===== src/rtl/platform_scroll_sched.sv =====
// rtl/platform_scroll_sched.sv - frame divider, scroll burst sequencer and platform recycle scan
// The recycle scan is built only when PLATFORM_RECYCLE_EN is defined.
module platform_scroll_sched #(
  parameter int CLK          = 50000000,
  parameter int FPS          = 50,
  parameter int SLOTS        = 93,
  parameter int STEP         = 10,
  parameter int SCROLL_STEPS = 3,
  parameter int LAND_LIMIT   = 520,
  parameter int SCREEN_H     = 600,
  parameter int WRAP         = 930,
  parameter int DENSITY      = 6,
  localparam int IW          = $clog2(SLOTS)
) (
  input  logic                 clk,
  input  logic                 rst,
  input  logic                 land,
  input  logic [9:0]           land_y,
  input  logic [15:0]          rnd,
  input  logic signed [10:0]   slot_y,
  output logic                 frame_tick,
  output logic                 scroll_pulse,
  output logic [1:0]           scroll_count,
  output logic [IW-1:0]        rd_idx,
  output logic                 wr_en,
  output logic [IW-1:0]        wr_idx,
  output logic signed [10:0]   wr_y,
  output logic                 wr_active,
  output logic                 busy
);

  localparam int FRAME_CYCLES = CLK / FPS;
  localparam int CW = $clog2(FRAME_CYCLES + 1);

  typedef enum logic [1:0] {IDLE, SCROLL, SCAN} state_t;

  state_t        state, state_next;
  logic [CW-1:0] frame_cnt;
  logic          tick_now;
  logic          land_ok;
  logic          take;
  logic          pend, pend_next;
  logic          pulse_next;
  logic [1:0]    count_next;
  logic          scan_last;
  logic          unused_cfg;

  assign unused_cfg = (STEP != 0);

  // Pulse/count/tick are all decided on the last divider cycle so they appear together.
  assign tick_now = (frame_cnt == CW'(FRAME_CYCLES - 1));
  assign land_ok  = land && ({22'd0, land_y} < 32'(LAND_LIMIT));
  assign take     = pend || land_ok;
  assign busy     = (state != IDLE);

  always_ff @(posedge clk) begin
    if (rst) state <= IDLE;
    else     state <= state_next;
  end

  always_comb begin
    state_next = state;
    pulse_next = 1'b0;
    count_next = scroll_count;
    pend_next  = take;
    case (state)
      IDLE: begin
        if (tick_now && take) begin
          pulse_next = 1'b1;
          count_next = 2'd1;
          pend_next  = 1'b0;
          state_next = SCROLL;
        end
      end
      SCROLL: begin
        if (tick_now) begin
          if (take) begin
            pulse_next = 1'b1;
            count_next = 2'd1;
            pend_next  = 1'b0;
          end else if (scroll_count == 2'(SCROLL_STEPS)) begin
            count_next = 2'd0;
`ifdef PLATFORM_RECYCLE_EN
            state_next = SCAN;
`else
            state_next = IDLE;
`endif
          end else begin
            pulse_next = 1'b1;
            count_next = scroll_count + 2'd1;
          end
        end
      end
      SCAN: begin
        if (scan_last) state_next = IDLE;
      end
      default: state_next = IDLE;
    endcase
  end

  always_ff @(posedge clk) begin
    if (rst) begin
      frame_cnt    <= '0;
      frame_tick   <= 1'b0;
      scroll_pulse <= 1'b0;
      scroll_count <= 2'd0;
      pend         <= 1'b0;
    end else begin
      frame_cnt    <= tick_now ? '0 : frame_cnt + CW'(1);
      frame_tick   <= tick_now;
      scroll_pulse <= pulse_next;
      scroll_count <= count_next;
      pend         <= pend_next;
    end
  end

`ifdef PLATFORM_RECYCLE_EN
  localparam logic signed [10:0] SCREEN_Y = 11'(SCREEN_H);
  localparam logic signed [10:0] WRAP_Y   = 11'(WRAP);

  logic [IW-1:0] scan_idx;
  logic [1:0]    col;
  logic          row_any;
  logic          row_prev;
  logic          scanning;
  logic          recycle;
  logic          act;
  logic          unused_rnd;

  assign unused_rnd = ^rnd[15:4];
  assign rd_idx     = scan_idx;
  assign scanning   = (state == SCAN) && !scan_last;
  assign recycle    = scanning && (slot_y >= SCREEN_Y);
  // Last slot of a row with no active recycle yet is forced active so every row stays reachable.
  assign row_prev   = (col == 2'd0) ? 1'b0 : row_any;
  assign act        = ({28'd0, rnd[3:0]} < 32'(DENSITY)) || ((col == 2'd2) && !row_prev);

  always_ff @(posedge clk) begin
    if (rst || state != SCAN) begin
      scan_idx  <= '0;
      scan_last <= 1'b0;
      col       <= 2'd0;
      row_any   <= 1'b0;
      wr_en     <= 1'b0;
      wr_idx    <= '0;
      wr_y      <= '0;
      wr_active <= 1'b0;
    end else begin
      wr_en     <= recycle;
      wr_idx    <= recycle ? scan_idx : '0;
      wr_y      <= recycle ? (slot_y - WRAP_Y) : '0;
      wr_active <= recycle && act;
      if (!scan_last) begin
        row_any <= row_prev || (recycle && act);
        col     <= (col == 2'd2) ? 2'd0 : col + 2'd1;
        if (scan_idx == IW'(SLOTS - 1)) begin
          scan_last <= 1'b1;
          scan_idx  <= '0;
        end else begin
          scan_idx <= scan_idx + IW'(1);
        end
      end
    end
  end
`else
  logic unused_in;

  assign unused_in = ^{slot_y, rnd};
  assign scan_last = 1'b1;
  assign rd_idx    = '0;
  assign wr_en     = 1'b0;
  assign wr_idx    = '0;
  assign wr_y      = '0;
  assign wr_active = 1'b0;
`endif

endmodule

===== config.mk =====
export PLATFORM = sky130hd
export DESIGN_NAME = platform_scroll_sched
export DESIGN_NICKNAME = d
export VERILOG_FILES = /design/src/rtl/platform_scroll_sched.sv
export SDC_FILE = /design/constraint.sdc
export NUM_CORES = 1
export LEC_CHECK = 0
export ABC_AREA = 1
export BUFFER_PORTS_ARGS = -buffer_cell sky130_fd_sc_hd__buf_4
export CAP_MARGIN = 20
export CORE_ASPECT_RATIO = 1.5
export CORE_MARGIN = 5
export CORE_UTILIZATION = 41
export CTS_CLUSTER_DIAMETER = 30
export DETAILED_ROUTE_END_ITERATION = 8
export PLACE_DENSITY = 0.79
export SLEW_MARGIN = 20
export SYNTH_ARGS = -nofsm -noshare
export SYNTH_HDL_FRONTEND = slang
export SYNTH_SLANG_ARGS = --single-unit

===== constraint.sdc =====
create_clock -name clk -period 1.5 [get_ports clk]
set_clock_uncertainty 0.05 [all_clocks]
set_input_delay 0.15 -clock clk [delete_from_list [all_inputs] [get_ports clk]]
set_output_delay 0.15 -clock clk [all_outputs]
set_load 0.005 [all_outputs]

==> impl_metrics.xml, run 1 <==
<?xml version="1.0" encoding="UTF-8"?>
<metrics>
  <group name="worst_setup_path">
    <metric name="biggest_fanout_along_the_worst_timing_path" unit="">4</metric>
    <metric name="cp_data_arrival_time" unit="ns">1.62</metric>
    <metric name="timing.setup.critical_path_class" unit="">reg -&gt; reg</metric>
    <metric name="reg2reg_slack" unit="ns">0.01</metric>
    <metric name="crit_required" unit="ns">1.64</metric>
    <metric name="cp-start-kind" unit="">flop</metric>
    <metric name="end_kind" unit="">flop</metric>
  </group>
  <group name="pwr">
    <metric name="vdd_ir_drop_max" unit="µV">615</metric>
    <metric name="power.switching" unit="W">0.000262</metric>
    <metric name="total_leakage_power" unit="nW">0.780</metric>
    <metric name="combPwrFrac" unit="%">7.9</metric>
    <metric name="switching_share" unit="%">22.1</metric>
    <metric name="fraction_of_power_consumed_by_sequential_logic" unit="%">59.8</metric>
    <metric name="clockPowerShare" unit="%">32.3</metric>
    <metric name="internal_power" unit="W">0.000922</metric>
    <metric name="power.density_cell_area" unit="mW/mm²">641</metric>
  </group>
  <group name="timing">
    <metric name="fmaxAchievable" unit="MHz">672</metric>
    <metric name="final_max_slew_viol_count" unit="">0</metric>
    <metric name="finalWorstPathRequiredPeriod" unit="ns">1.49</metric>
    <metric name="finalSetupViolations" unit="">0</metric>
    <metric name="finalSetupTns" unit="ns">0</metric>
    <metric name="finalHoldViolCount" unit="">0</metric>
    <metric name="setup_repair_after_global_routing_missed_its_margin" unit="">true</metric>
    <metric name="fin_crit_sh" unit="%">99.2</metric>
    <metric name="worst_slack" unit="ns">0.0123</metric>
  </group>
  <group name="global_routing">
    <metric name="globalRouteTotalUtil" unit="%">11.5</metric>
    <metric name="grt_pass1_vias" unit="">1222</metric>
    <metric name="first_pass_grt_wire_length" unit="µm">4660</metric>
    <metric name="grt_antenna_before_repair" unit="">0</metric>
    <metric name="grt.overflow.total" unit="">0</metric>
    <metric name="grt_max_degree" unit="">15</metric>
  </group>
  <group name="final_layout">
    <metric name="syn2layout_area_growth" unit="%">22.1</metric>
    <metric name="final_core_utilization" unit="%">51.1</metric>
    <metric name="multi_input_comb_area" unit="µm²">905</metric>
    <metric name="final_nets" unit="">284</metric>
    <metric name="register_area" unit="µm²">532</metric>
    <metric name="post_route_cells_drive_above_1_share" unit="%">33.8</metric>
    <metric name="diodes" unit="">0</metric>
    <metric name="filler_cell_count" unit="">342</metric>
  </group>
  <group name="route">
    <metric name="routed-via-count" unit="">1292</metric>
    <metric name="dr.pass1.iters" unit="">4</metric>
    <metric name="post_detailed_route_count_of_antenna_violating_nets" unit="">0</metric>
    <metric name="viasPerCell" unit="">4.57</metric>
    <metric name="drc" unit="">0</metric>
    <metric name="finalWirelength" unit="µm">2960</metric>
    <metric name="detailedRoute.firstIterationViolations" unit="">19</metric>
    <metric name="routedWlPerCell" unit="µm">10.5</metric>
  </group>
  <group name="die">
    <metric name="die_area" unit="mm²">0.00503</metric>
    <metric name="row_count" unit="">27</metric>
    <metric name="start_util" unit="%">41.9</metric>
    <metric name="die_y" unit="µm">84.4</metric>
    <metric name="die_x" unit="µm">59.6</metric>
    <metric name="core_area" unit="mm²">0.00361</metric>
    <metric name="ios" unit="">72</metric>
  </group>
  <group name="flow_run">
    <metric name="max_cap_violations" unit="">0</metric>
  </group>
  <group name="clock_tree">
    <metric name="clock_path_buffers" unit="">2</metric>
    <metric name="path_clk_slew" unit="ns">0.08</metric>
    <metric name="cts_htree_levels" unit="">1</metric>
    <metric name="clock_tree_from_tritoncts" unit="">built</metric>
    <metric name="clockRootBuffer" unit="">clkbuf_8</metric>
    <metric name="clk_latency" unit="ns">0.26</metric>
    <metric name="tritoncts.num_buffers" unit="">3</metric>
    <metric name="clock_sinks" unit="">26</metric>
  </group>
  <group name="place">
    <metric name="port-buffer-count" unit="">14</metric>
    <metric name="pre_cts_ws" unit="ns">-0.0421</metric>
    <metric name="place_congestion" unit="">0.815</metric>
    <metric name="detailedPlacementHpwl" unit="µm">2230</metric>
  </group>
  <group name="synth">
    <metric name="netlist.area_leader.share" unit="%">34.4</metric>
    <metric name="syn_area_per_cell" unit="µm²">7.14</metric>
    <metric name="ys_warn_count" unit="">0</metric>
    <metric name="ys.flop_type" unit="">dfxtp_1</metric>
    <metric name="post_synth_instance_area" unit="mm²">0.00151</metric>
    <metric name="synthesis.instances" unit="">212</metric>
    <metric name="synth-seq-cells" unit="">26</metric>
    <metric name="ys_seq_area_share" unit="%">34.4</metric>
    <metric name="synth_edf_count" unit="">0</metric>
    <metric name="post-synth-top-area-cell" unit="">dfxtp_1</metric>
    <metric name="synth_top_cells_by_area" unit="">dfxtp_1 (34%), buf_4 (14%), nor2_1 (8.7%)</metric>
    <metric name="synth_async_sr_flop_share" unit="%">0</metric>
    <metric name="synthDistinctLibCells" unit="">32</metric>
  </group>
  <group name="min_path">
    <metric name="hold_path_class" unit="">in -&gt; reg</metric>
  </group>
  <group name="run_status">
    <metric name="status" unit="">complete, no violations</metric>
  </group>
</metrics>
-- state kept, by name, indices dropped and copies added, names as in the netlist --
name / flops
scroll_pulse: 1
scroll_count: 2
frame_cnt: 20
frame_tick: 1
pend: 1
state: 1
-- cells in the final DEF, fill, tap and decap left out, drive strengths merged --
cell and instances:
dfxtp 26, inv 24, a21oi 10, nor3 11
conb 27, xor2 3, nand3b 1, nand2 38
a21boi 1, nand3 12, o21ai 2, nor2 41
nand4 1, o21a 1, a211oi 1, buf 28
a31oi 1, and2 1, nor3b 2, ha 2
xnor2 2, or2 1, o211ai 1, clkbuf 3
-- what timing repair did --
item                                    4_1_cts  5_1_grt
endpoints found under the setup margin       23       23
setup buffers                                 0        6
resized for setup                             7       31
pin swaps                                     4        9
hold buffers                                  0        0
-- cells in the mapped netlist (2+ instances only) --
master	number
a21oi_1	10
buf_4	28
dfxtp_1	26
ha_1	2
inv_1	17
inv_2	7
nand2_1	34
nand2_2	4
nand3_1	10
nand3_2	2
nor2_1	35
nor2_2	4
nor2_4	2
nor3_1	8
nor3_2	2
nor3b_1	2
xnor2_1	2
xor2_1	3
-- area by class of cell --
class                           count  area share, %
Inverter                           24           4.87
Sequential cell                    26           28.8
Timing Repair Buffer               28           12.3
Multi-Input combinational cell    159           49.0
Tap cell                           43           2.91
Clock buffer                        3           2.23
-- layer usage --
metal | vias to the layer above | track usage, % | routed length [µm]
met5 | - | 0 | 0
met4 | 0 | 5.85 | 71
met3 | 6 | 0.923 | 135
met2 | 29 | 22.9 | 1710
met1 | 588 | 10.9 | 1050
li1 | 669 | - | -
-- power by group through the flow --
stage | Combinational [W] | Sequential [W] | Clock, W
final | 0.0000930 | 0.000708 | 0.000383
after global routing | 0.000106 | 0.000709 | 0.000424
after CTS | 0.0000796 | 0.000704 | 0.000396
after detailed placement | 0.0000774 | 0.000719 | 0
after global placement | 0.0000762 | 0.000719 | 0
after floorplan | 0.0000957 | 0.000718 | 0
-- worst max-delay path, stage by stage, from the launching register on --
cell and delay (ns):
dfxtp_2 0.36, ha_4 0.15, nand2_4 0.07, nor2_4 0.12, nand2_2 0.08, inv_2 0.07, buf_6 0.10, nand2_4 0.05
nor2_4 0.10, a21oi_2 0.07, nor3_2 0.19
-- cell families after synthesis --
logic type,Yosys count,synth area share [%]
AO/OA/AOI/OAI,17,6.36
XOR/XNOR,5,2.89
adder cells (fa/ha/maj),2,1.65
buffers and inverters,53,20.2
flip-flops,26,34.4
other,1,0.248
AND/OR/NAND/NOR,108,34.3
-- worst paths after layout --
kind	from	endpoint	cells after the start
max	frame_cnt[1]	frame_cnt[14]	10
min reg2reg	frame_cnt[19]	frame_cnt[19]	2
min	rst	scroll_count[1]	2
max reg2reg	frame_cnt[1]	frame_cnt[14]	10
-- per-stage QoR --
stage	hold slack, ns	cells	cell area [µm²]	power (W)
after global placement	0.291	274	1630	0.000795
after detailed placement	0.290	274	1630	0.000797
after CTS	0.00673	277	1690	0.00118
final	0.00922	283	1850	0.00118
after global routing	0.00467	283	1850	0.00124
after floorplan	0.169	238	1610	0.000814
No activity file was read; power rests on OpenSTA's default activity.
==> run 2: changes to the inputs <==
--- a/config.mk
+++ b/config.mk
@@ -10,10 +10,10 @@
 export CAP_MARGIN = 20
 export CORE_ASPECT_RATIO = 1.5
 export CORE_MARGIN = 5
-export CORE_UTILIZATION = 41
+export CORE_UTILIZATION = 49
 export CTS_CLUSTER_DIAMETER = 30
 export DETAILED_ROUTE_END_ITERATION = 8
-export PLACE_DENSITY = 0.79
+export PLACE_DENSITY = 0.88
 export SLEW_MARGIN = 20
 export SYNTH_ARGS = -nofsm -noshare
 export SYNTH_HDL_FRONTEND = slang
==> constraint.sdc (replaced) <==
create_clock -name clk -period 1.8 [get_ports clk]
set_clock_uncertainty 0.05 [all_clocks]
set_input_delay 0.18 -clock clk [delete_from_list [all_inputs] [get_ports clk]]
set_output_delay 0.18 -clock clk [all_outputs]
set_load 0.005 [all_outputs]
==> run 2 against run 1 <==
First-iteration DRC count grew 47%. Combinational power shrank 35%. Sequential cell count is the same. Die area shrank 14%. Global-route usage grew 1.1 points. Critical path depth shrank 1.
==> impl_metrics.xml, run 2 (synthesized netlist as in run 1, its figures left out) <==
<?xml version="1.0" encoding="UTF-8"?>
<metrics>
  <group name="place">
    <metric name="detailedPlacementHpwl" unit="µm">2170</metric>
    <metric name="port-buffer-count" unit="">14</metric>
    <metric name="post_dp_cell_area" unit="mm²">0.00157</metric>
    <metric name="place_congestion" unit="">0.850</metric>
  </group>
  <group name="min_path">
    <metric name="hold_path_class" unit="">in -&gt; reg</metric>
  </group>
  <group name="clock_tree">
    <metric name="tritoncts.num_buffers" unit="">3</metric>
    <metric name="clock_tree_from_tritoncts" unit="">built</metric>
    <metric name="clk_latency" unit="ns">0.27</metric>
    <metric name="clock_path_buffers" unit="">2</metric>
    <metric name="clock_sinks" unit="">26</metric>
    <metric name="clockRootBuffer" unit="">clkbuf_8</metric>
    <metric name="cts_htree_levels" unit="">1</metric>
    <metric name="path_clk_slew" unit="ns">0.09</metric>
    <metric name="cts-hold-fix-buffers" unit="">0</metric>
  </group>
  <group name="global_routing">
    <metric name="grt.overflow.total" unit="">0</metric>
    <metric name="globalRouteTotalUtil" unit="%">12.6</metric>
    <metric name="first_pass_grt_wire_length" unit="µm">4530</metric>
    <metric name="grt_pass1_vias" unit="">1131</metric>
    <metric name="grt_antenna_before_repair" unit="">0</metric>
    <metric name="grt_max_degree" unit="">15</metric>
  </group>
  <group name="timing">
    <metric name="fmaxAchievable" unit="MHz">624</metric>
    <metric name="finalSetupTns" unit="ns">0</metric>
    <metric name="setup_repair_after_global_routing_missed_its_margin" unit="">false</metric>
    <metric name="final_max_slew_viol_count" unit="">0</metric>
    <metric name="fin_crit_sh" unit="%">89.1</metric>
    <metric name="finalHoldViolCount" unit="">0</metric>
    <metric name="finalSetupViolations" unit="">0</metric>
    <metric name="finalWorstPathRequiredPeriod" unit="ns">1.60</metric>
  </group>
  <group name="worst_setup_path">
    <metric name="timing.setup.critical_path_class" unit="">reg -&gt; reg</metric>
    <metric name="biggest_fanout_along_the_worst_timing_path" unit="">4</metric>
    <metric name="end_kind" unit="">flop</metric>
    <metric name="worst_r2r_startpoint" unit="">frame_cnt[0]</metric>
    <metric name="reg2reg_slack" unit="ns">0.20</metric>
    <metric name="crit_required" unit="ns">1.92</metric>
    <metric name="reg2regPathDepth" unit="">9</metric>
    <metric name="critical_path.reg2reg.endpoint" unit="">frame_cnt[18]</metric>
    <metric name="worst_setup_path_endpoint" unit="">frame_cnt[18]</metric>
    <metric name="cp_data_arrival_time" unit="ns">1.72</metric>
    <metric name="critPathLaunch" unit="">frame_cnt[0]</metric>
    <metric name="cp-start-kind" unit="">flop</metric>
  </group>
  <group name="final_layout">
    <metric name="final_cell_mix" unit="">nand2_1 (34), nor2_1 (34), conb_1 (27), dfxtp_1 (26), inv_1 (17)</metric>
    <metric name="post_route_cells_drive_above_1_share" unit="%">18.8</metric>
    <metric name="final_nets" unit="">272</metric>
    <metric name="diodes" unit="">0</metric>
    <metric name="syn2layout_area_growth" unit="%">7.19</metric>
    <metric name="final_area" unit="mm²">0.00162</metric>
    <metric name="top_regs" unit="">frame_cnt: 20 flops, scroll_count: 2 flops</metric>
    <metric name="largest_reg_flops" unit="">20</metric>
    <metric name="largest_register" unit="">frame_cnt</metric>
    <metric name="filler_cell_count" unit="">291</metric>
  </group>
  <group name="route">
    <metric name="dr.pass1.iters" unit="">4</metric>
    <metric name="drc" unit="">0</metric>
    <metric name="routedWlPerCell" unit="µm">9.97</metric>
    <metric name="finalWirelength" unit="µm">2670</metric>
    <metric name="viasPerCell" unit="">4.59</metric>
    <metric name="routed-via-count" unit="">1230</metric>
    <metric name="post_detailed_route_count_of_antenna_violating_nets" unit="">0</metric>
    <metric name="detailedRoute.firstIterationViolations" unit="">28</metric>
  </group>
  <group name="die">
    <metric name="row_count" unit="">24</metric>
    <metric name="die_area" unit="mm²">0.00432</metric>
    <metric name="start_util" unit="%">51.4</metric>
    <metric name="die_x" unit="µm">55.4</metric>
    <metric name="ios" unit="">72</metric>
    <metric name="core_area" unit="mm²">0.00294</metric>
    <metric name="die_y" unit="µm">78.1</metric>
  </group>
  <group name="run_status">
    <metric name="status" unit="">complete, no violations</metric>
  </group>
  <group name="flow_run">
    <metric name="max_cap_violations" unit="">0</metric>
  </group>
  <group name="pwr">
    <metric name="vdd_ir_drop_max" unit="µV">551</metric>
    <metric name="power.density_cell_area" unit="mW/mm²">628</metric>
    <metric name="total_leakage_power" unit="nW">0.668</metric>
  </group>
</metrics>
## run 2: cell type report
cell class,count,area [µm²],share of cell area [%]
Timing Repair Buffer,16,120,7.40
Inverter,24,90.1,5.55
Sequential cell,26,520,32.1
Clock buffer,4,55.1,3.39
Multi-Input combinational cell,159,788,48.6
Tap cell,39,48.8,3.01
## run 2: report_power, final
part	leakage, nW	total [W]	switching (W)	internal (W)
clock	0.0288	0.000373	0.000178	0.000195
combinational	0.429	0.0000602	0.0000367	0.0000236
sequential	0.210	0.000586	0.00000419	0.000582
total	0.668	0.00102	0.000219	0.000801
## run 2: metrics by stage
| step | worst slack, ns | instances | hold WS (ns) | power [W] | utilization (%) |
|---|---|---|---|---|---|
| floorplan | 0.356 | 238 | 0.199 | 0.000678 | - |
| global placement | 0.233 | 264 | 0.327 | 0.000657 | 53.2 |
| detailed placement | 0.191 | 264 | 0.326 | 0.000658 | 53.2 |
| CTS | 0.177 | 268 | 0.0367 | 0.00103 | 55.1 |
| global route | 0.0101 | 268 | 0.0301 | 0.00107 | 55.1 |
| finish | 0.196 | 268 | 0.0424 | 0.00102 | 55.1 |
## run 2: layer usage
metal / track usage (%) / share of wire (%) / vias to the layer above
li1: - / - / 647
met1: 13.9 / 39 / 542
met2: 23.6 / 54 / 35
met3: 0.985 / 4.3 / 6
met4: 6.81 / 2.6 / 0
met5: 0 / 0 / -
## run 2: repair_timing
action	CTS	global route
setup buffers	0	0
endpoints found under the setup margin	0	1
gates resized for setup	0	1
## run 2: worst min path at each step
| stage | startpoint | to | slack [ns] | depth (start not counted) |
|---|---|---|---|---|
| after CTS | rst | frame_tick | 0.04 | 2 |
| after floorplan | rst | scroll_count[1] | 0.20 | 1 |
| after global placement | rst | state[0] | 0.33 | 2 |
| final | rst | scroll_count[1] | 0.04 | 2 |
| after global routing | rst | frame_tick | 0.03 | 2 |
| after detailed placement | rst | frame_tick | 0.33 | 2 |
## run 2: worst max-delay path, cell delays in order (launching register included)
cell and delay (ns):
dfxtp_1 0.36, ha_1 0.19, nand2_2 0.10, nor2_2 0.14, nand2_1 0.13, inv_2 0.09
nand3_1 0.14, nor2_2 0.14, a21oi_1 0.07, o21a_1 0.10
